$ cat src/rtl/axi_frame_reader.sv
// AXI4 burst-read frame fetcher: reads num_lines x line_beats words at a byte pitch
// of stride and replays them as AXI-Stream with tlast per line and tuser on frame start.
module axi_frame_reader #(
  parameter int DATA_WIDTH = 32,
  parameter int ADDR_WIDTH = 16,
  parameter int ID_WIDTH   = 8,
  parameter int MAX_BURST  = 16,
  parameter int FIFO_DEPTH = 32,
  parameter int CNT_WIDTH  = 12
) (
  input  logic                  clk,
  input  logic                  rst,
  input  logic                  start,
  input  logic [ADDR_WIDTH-1:0] base_addr,
  input  logic [ADDR_WIDTH-1:0] stride,
  input  logic [CNT_WIDTH-1:0]  line_beats,
  input  logic [CNT_WIDTH-1:0]  num_lines,
  output logic                  busy,
  output logic                  done,
  output logic                  err,
  output logic [ADDR_WIDTH-1:0] m_axi_araddr,
  output logic [7:0]            m_axi_arlen,
  output logic [2:0]            m_axi_arsize,
  output logic [1:0]            m_axi_arburst,
  output logic [ID_WIDTH-1:0]   m_axi_arid,
  output logic                  m_axi_arvalid,
  input  logic                  m_axi_arready,
  input  logic [DATA_WIDTH-1:0] m_axi_rdata,
  input  logic [1:0]            m_axi_rresp,
  input  logic                  m_axi_rlast,
  input  logic                  m_axi_rvalid,
  output logic                  m_axi_rready,
  output logic [DATA_WIDTH-1:0] m_axis_tdata,
  output logic                  m_axis_tvalid,
  input  logic                  m_axis_tready,
  output logic                  m_axis_tlast,
  output logic                  m_axis_tuser
);

  localparam int BYTES = DATA_WIDTH / 8;
  localparam int SIZE  = $clog2(BYTES);
  localparam int PTR_W = $clog2(FIFO_DEPTH);
  localparam int PW    = PTR_W + 1;
  localparam int LW    = (CNT_WIDTH > 13) ? CNT_WIDTH + 1 : 14;
  localparam int BL_W  = $clog2(MAX_BURST) + 1;
  localparam int EW    = DATA_WIDTH + 2;

  typedef enum logic [2:0] {
    S_IDLE,
    S_CALC,
    S_ADDR,
    S_DATA,
    S_DRAIN,
    S_DONE
  } state_t;

  state_t state, state_nx;

  logic [ADDR_WIDTH-1:0] stride_q;
  logic [CNT_WIDTH-1:0]  line_beats_q;
  logic [ADDR_WIDTH-1:0] line_start;
  logic [ADDR_WIDTH-1:0] cur_addr;
  logic [ADDR_WIDTH-1:0] next_line;
  logic [CNT_WIDTH-1:0]  beats_left;
  logic [CNT_WIDTH-1:0]  lines_left;
  logic [BL_W-1:0]       burst_len;
  logic [BL_W-1:0]       beat_cnt;
  logic [BL_W-1:0]       arlen_w;
  logic                  first_q;
  logic                  err_q;

  logic [12:0]           to_4k_bytes;
  logic [LW-1:0]         to_4k_beats;
  logic [LW-1:0]         len_c;
  logic [LW-1:0]         free_c;

  logic [EW-1:0]         mem [FIFO_DEPTH];
  logic [PW-1:0]         wr_ptr, rd_ptr;
  logic [PW-1:0]         fifo_count;
  logic [EW-1:0]         rd_entry;
  logic                  fifo_empty;

  logic start_ok, ar_fire, r_fire, push, pop;
  logic last_in_burst, line_end, frame_end, zero_frame;
  logic unused_rlast;

  // Burst length is counted locally; rlast from the slave carries no authority.
  assign unused_rlast = m_axi_rlast;

  assign start_ok      = (state == S_IDLE) && start;
  assign zero_frame    = (line_beats == '0) || (num_lines == '0);
  assign ar_fire       = m_axi_arvalid && m_axi_arready;
  assign r_fire        = m_axi_rvalid && m_axi_rready;
  assign arlen_w       = burst_len - BL_W'(1);
  assign last_in_burst = (beat_cnt == arlen_w);
  assign line_end      = (beats_left == CNT_WIDTH'(1));
  assign frame_end     = line_end && (lines_left == CNT_WIDTH'(1));
  assign next_line     = line_start + stride_q;

  assign fifo_count = wr_ptr - rd_ptr;
  assign fifo_empty = (wr_ptr == rd_ptr);
  assign free_c     = LW'(FIFO_DEPTH) - LW'(fifo_count);
  assign push       = r_fire;
  assign pop        = m_axis_tvalid && m_axis_tready;

  // Beats remaining before the next 4KB page; a burst may never cross it.
  assign to_4k_bytes = 13'h1000 - {1'b0, cur_addr[11:0]};
  assign to_4k_beats = LW'(to_4k_bytes >> SIZE);

  always_comb begin
    len_c = LW'(beats_left);
    if (len_c > LW'(MAX_BURST)) len_c = LW'(MAX_BURST);
    if (len_c > to_4k_beats)    len_c = to_4k_beats;
  end

  always_ff @(posedge clk or negedge rst) begin
    if (!rst) state <= S_IDLE;
    else      state <= state_nx;
  end

  always_comb begin
    state_nx = state;
    unique case (state)
      S_IDLE:  if (start) state_nx = zero_frame ? S_DONE : S_CALC;
      S_CALC:  if (free_c >= len_c) state_nx = S_ADDR;
      S_ADDR:  if (ar_fire) state_nx = S_DATA;
      S_DATA:  if (r_fire && last_in_burst) state_nx = frame_end ? S_DRAIN : S_CALC;
      S_DRAIN: if (fifo_empty) state_nx = S_DONE;
      S_DONE:  state_nx = S_IDLE;
      default: state_nx = S_IDLE;
    endcase
  end

  always_ff @(posedge clk or negedge rst) begin
    if (!rst) begin
      stride_q     <= '0;
      line_beats_q <= '0;
      line_start   <= '0;
      cur_addr     <= '0;
      beats_left   <= '0;
      lines_left   <= '0;
      burst_len    <= '0;
      beat_cnt     <= '0;
      first_q      <= 1'b0;
      err_q        <= 1'b0;
    end else begin
      if (start_ok) begin
        stride_q     <= stride;
        line_beats_q <= line_beats;
        line_start   <= base_addr;
        cur_addr     <= base_addr;
        beats_left   <= line_beats;
        lines_left   <= num_lines;
        first_q      <= 1'b1;
        err_q        <= 1'b0;
      end
      if (state == S_CALC) begin
        burst_len <= len_c[BL_W-1:0];
        beat_cnt  <= '0;
      end
      if (r_fire) begin
        beat_cnt <= beat_cnt + BL_W'(1);
        first_q  <= 1'b0;
        if (m_axi_rresp != 2'b00) err_q <= 1'b1;
        if (line_end) begin
          if (!frame_end) begin
            lines_left <= lines_left - CNT_WIDTH'(1);
            beats_left <= line_beats_q;
            line_start <= next_line;
            cur_addr   <= next_line;
          end
        end else begin
          beats_left <= beats_left - CNT_WIDTH'(1);
          cur_addr   <= cur_addr + ADDR_WIDTH'(BYTES);
        end
      end
    end
  end

  // Read-data FIFO, first-word fall-through; entries carry {tuser, tlast, data}.
  always_ff @(posedge clk or negedge rst) begin
    if (!rst) begin
      wr_ptr <= '0;
      rd_ptr <= '0;
    end else begin
      if (push) wr_ptr <= wr_ptr + PW'(1);
      if (pop)  rd_ptr <= rd_ptr + PW'(1);
    end
  end

  always_ff @(posedge clk) begin
    if (push) mem[wr_ptr[PTR_W-1:0]] <= {first_q, line_end, m_axi_rdata};
  end

  assign rd_entry = mem[rd_ptr[PTR_W-1:0]];

  assign m_axis_tvalid = !fifo_empty;
  assign m_axis_tdata  = fifo_empty ? '0 : rd_entry[DATA_WIDTH-1:0];
  assign m_axis_tlast  = !fifo_empty && rd_entry[DATA_WIDTH];
  assign m_axis_tuser  = !fifo_empty && rd_entry[DATA_WIDTH+1];

  assign m_axi_arvalid = (state == S_ADDR);
  assign m_axi_araddr  = m_axi_arvalid ? cur_addr : '0;
  assign m_axi_arlen   = m_axi_arvalid ? 8'(arlen_w) : '0;
  assign m_axi_arsize  = m_axi_arvalid ? 3'(SIZE) : '0;
  assign m_axi_arburst = m_axi_arvalid ? 2'b01 : '0;
  assign m_axi_arid    = '0;
  assign m_axi_rready  = (state == S_DATA);

  assign busy = (state == S_CALC) || (state == S_ADDR) || (state == S_DATA) || (state == S_DRAIN);
  assign done = (state == S_DONE);
  assign err  = err_q;

endmodule

$ cat config.mk
export PLATFORM = sky130hd
export DESIGN_NAME = axi_frame_reader
export DESIGN_NICKNAME = d
export VERILOG_FILES = /design/src/rtl/axi_frame_reader.sv
export SDC_FILE = /design/constraint.sdc
export NUM_CORES = 2
export LEC_CHECK = 0
export ABC_CLOCK_PERIOD_IN_PS = 7200
export CAP_MARGIN = 40
export CORE_MARGIN = 1.5
export CORE_UTILIZATION = 55
export CTS_CLUSTER_DIAMETER = 120
export DETAILED_ROUTE_END_ITERATION = 8
export PLACE_DENSITY_LB_ADDON = 0.1
export SLEW_MARGIN = 20
export SYNTH_ARGS = -nofsm -noshare
export SYNTH_HDL_FRONTEND = slang
export SYNTH_SLANG_ARGS = --single-unit
$ cat constraint.sdc
create_clock -name clk -period 7.2 [get_ports clk]
set_input_delay 0.72 -clock clk [delete_from_list [all_inputs] [get_ports clk]]
set_output_delay 0.72 -clock clk [all_outputs]
set_load 0.02 [all_outputs]
==> reports/metrics.cfg <==
[status]
status = completed

[pwr]
power_frac_seq = 0.383
p_total_mw = 22.6
switchingPower_mw = 7.41
p_per_area_mw_per_mm2 = 401
intPower_mw = 15.2
p_clk_frac = 0.263
p_sw_frac = 0.327
vdd_ir_drop_max_uv = 505
p_leak_nw = 18.9
combPwrFrac = 0.355

[critical_path]
required_ns = 6.48
cp_slowest_stage_delay_ns = 0.96
worstSetupStartpointType = flip-flop
crit_type = reg -> out
critPathMaxFanout = 36
crit_buf_inv = 4
endpoint_kind = output pin
path_common_cell = buf_4
slowest_stage = dfrtp_4
crit_chain = inv_1 > ha_1 > nand3_1 > nor3_4 > buf_4 > buf_4 > a21oi_1 > clkdlybuf4s50_1
crit_family = buffers and inverters
cp.arrival_ns = 4.53

[clocking]
htreeDepth = 3
cts_hold_buf = 0
clk_pin_slew_ns = 0.06
clk_path_buf_depth = 3
cts_tree = done
cts_setup_buffers = 0
clk_latency_ns = 0.70
cts_inserted_buffers = 119
cts_resized = 0
clock-sinks = 1199
cts_root_buffer = clkbuf_16

[placed_design]
portBuffers = 158
hpwl_microns = 67500
gp_congestion = 0.882

[grt]
grt-ovfl-total = 0
antenna_found_initial = 6
grt_pass1_wl_microns = 176000
first_global_vias = 26480
grt_max_degree = 125
track_usage = 0.268

[synthesis]
synth_cell_types = 76
synth_edf_count = 1088
netlist_area_sq_mm = 0.0491
synth_top_family_by_area = multiplexers
netlist_instances = 2585
yosysSeqAreaShare = 0.722
synth_adder_area_share = 0.0151
synth_ff_type = edfxtp_1
synthMuxAreaShare = 0.159
yosysWarnings = 0
ys_ff_latch = 1199
synth.avg_cell_area_sq_um = 19.0
yosys.area.top_type = edfxtp_1
synthDominantCellAreaShare = 0.666
synth_compound_area_frac = 0.0294
synth_simple_gate_area_share = 0.0467
synth_xor_xnor_area_share = 0.0106
yosys-top-cells-area = edfxtp_1 67%, mux4_2 16%, dfrtp_1 5.7%
synthArstFlopShare = 0.0926

[layout]
seqCellArea_sq_mm = 0.0355
fillers = 6047
final_net_count = 2980
drive_gt1_frac = 0.228
multi_input_comb_area_sq_mm = 0.0131
syn_to_final_growth_pct = 15.1

[routing]
first_pass_iters = 5
vias_per_cell = 6.35
drt_wl_total_microns = 120000
vias = 25954
ant_nets = 0
drt-initial-drc-count = 2840
wl_per_cell_microns = 29.3
drc = 0

[sta]
finClkSkew_ns = 0.0231
period_needed_ns = 5.25
rsz0062_at_grt = false
worstMarginPinSlew_ns = 0.915
slew_headroom = 0.390
setup_viol = 0
fmax_mhz = 190
finalSetupTns_ns = 0
fin_crit_sh = 0.730
finalHoldViolCount = 0
slew_violations = 0

[worst_hold_path]
hold_path.class = in -> async

[floorplan]
rows = 109
start_util = 0.555
io_pins = 174
die_y_microns = 302
fp.dieW_microns = 302
coreArea_sq_mm = 0.0884
die-area_sq_mm = 0.0911

[flow_run]
maxCapViolCount = 0

## cells in the final DEF, fill, tap and decap left out, drive strengths merged, types with 6 or more instances in the layout
cell type	instances
a211oi	8
nor2	91
mux4	340
clkdlybuf4s50	156
clkinv	51
ha	56
nand3	33
edfxtp	1088
nor4	11
a21o	15
and3	26
o21ai	48
and2	6
nand4	13
clkbuf	155
xor2	18
inv	41
xnor2	39
nand2	249
mux2	9
conb	20
a22oi	6
dfrtp	111
or3	8
o211ai	9
or2	8
a21oi	73
a31oi	11
bufinv	8
buf	94
nor3	27
o2111ai	7
## layout make-up
type / count / area share
tap: 1165 / 0.0258
clock buffer: 155 / 0.0564
multi-input combinational: 1216 / 0.232
inverter: 39 / 0.00264
clock inverter: 64 / 0.00963
sequential: 1199 / 0.628
timing repair buffer: 250 / 0.0455
antenna: 1 / 0.0000443
## metrics by stage
stage / area (sq um) / setup slack (ns) / cells / util / hold WS (ns)
finish: 56500 / 1.95 / 4089 / 0.639 / 0.00457
CTS: 56300 / 1.94 / 4071 / 0.637 / 0.000451
detailed placement: 52500 / 2.35 / 3852 / 0.594 / 0.468
global placement: 52200 / 2.41 / 3831 / 0.591 / 0.461
global route: 56500 / 1.81 / 4089 / 0.639 / 0.0303
floorplan: 49200 / 3.06 / 2604 / - / 0.424
## path summary, 6_finish.rpt
path                                       from                to  slack [ns]  cells past startpoint
worst min-delay path                        rst          state[2]       0.005                      1
worst max-delay path                  rd_ptr[2]  m_axis_tdata[23]        1.95                      8
worst min register to register  line_beats_q[5]   line_beats_q[5]        0.48                      2
min in group clk                line_beats_q[5]   line_beats_q[5]        0.48                      2
max in group asynchronous                   rst       stride_q[2]        6.02                      3
worst max register to register      cur_addr[0]          state[1]        2.26                     18
## worst register-to-register path, delay by kind of cell, from the launching register on
family | cells | cell delay [ns]
XOR/XNOR | 1 | 0.13
AND/OR/NAND/NOR | 7 | 1.66
flip-flops | 1 | 0.45
multiplexers | 2 | 0.80
AO/OA/AOI/OAI | 6 | 1.15
adder cells (fa/ha/maj) | 2 | 0.63
## synth_stat cells, types with 4 or more instances
| master | n |
|---|---|
| edfxtp_1 | 1088 |
| mux4_2 | 340 |
| nand2_1 | 249 |
| dfrtp_1 | 111 |
| nor2_1 | 91 |
| clkbuf_1 | 83 |
| a21oi_1 | 73 |
| ha_1 | 56 |
| o21ai_0 | 43 |
| buf_2 | 42 |
| xnor2_1 | 39 |
| inv_1 | 36 |
| nand3_1 | 32 |
| and3_1 | 26 |
| nor3_1 | 26 |
| xor2_1 | 18 |
| buf_4 | 17 |
| a21o_1 | 15 |
| nand4_1 | 13 |
| a31oi_1 | 11 |
| nor4_1 | 11 |
| o211ai_1 | 9 |
| buf_1 | 8 |
| or2_2 | 8 |
| a211oi_1 | 7 |
| o2111ai_1 | 7 |
| a22oi_1 | 6 |
| mux2_2 | 6 |
| or3_1 | 6 |
| a211o_1 | 5 |
| a221oi_1 | 5 |
| and2_1 | 5 |
| nor2b_1 | 5 |
| nor3b_1 | 5 |
| o21a_1 | 5 |
| mux2i_1 | 4 |
| nand3b_1 | 4 |
| o32ai_1 | 4 |
| or3b_2 | 4 |
## power by group through the flow
stage                     Combinational, mW  Sequential [mW]  Clock [mW]
after CTS                              8.07             8.68        6.02
after detailed placement               8.03             8.82           0
after global routing                   8.64             8.73        6.28
after floorplan                        5.62             8.49           0
final                                  8.03             8.67        5.95
after global placement                 7.88             8.79           0
## per-layer routing
layer	global-route usage	wire [microns]	vias up	part of all wire
met1	0.389	48400	13719	0.40
met3	0.0345	9150	195	0.076
li1	-	-	10897	-
met5	0	27	-	0.00023
met2	0.438	59100	1139	0.49
met4	0.0740	2910	4	0.024
## registers in the layout (all words and copies together) (netlist names)
| signal | cells |
|---|---|
| burst_len | 5 |
| lines_left | 12 |
| err | 1 |
| rd_ptr | 6 |
| line_start | 16 |
| mem | 1088 |
| beats_left | 12 |
| wr_ptr | 6 |
| cur_addr | 16 |
| beat_cnt | 5 |
| state | 3 |
| stride_q | 16 |
| first_q | 1 |
| line_beats_q | 12 |
## logic make-up (layout without fill, tap and decap cells)
group           Yosys count  count (layout)
compound gates          224             224
xor+xnor                 58              58
fa+ha+maj                58              58
buf+inv                 189             508
flops                  1199            1199
mux                     353             353
other cells               1              21
simple gates            503             503
(Power assumes the default switching activity.)
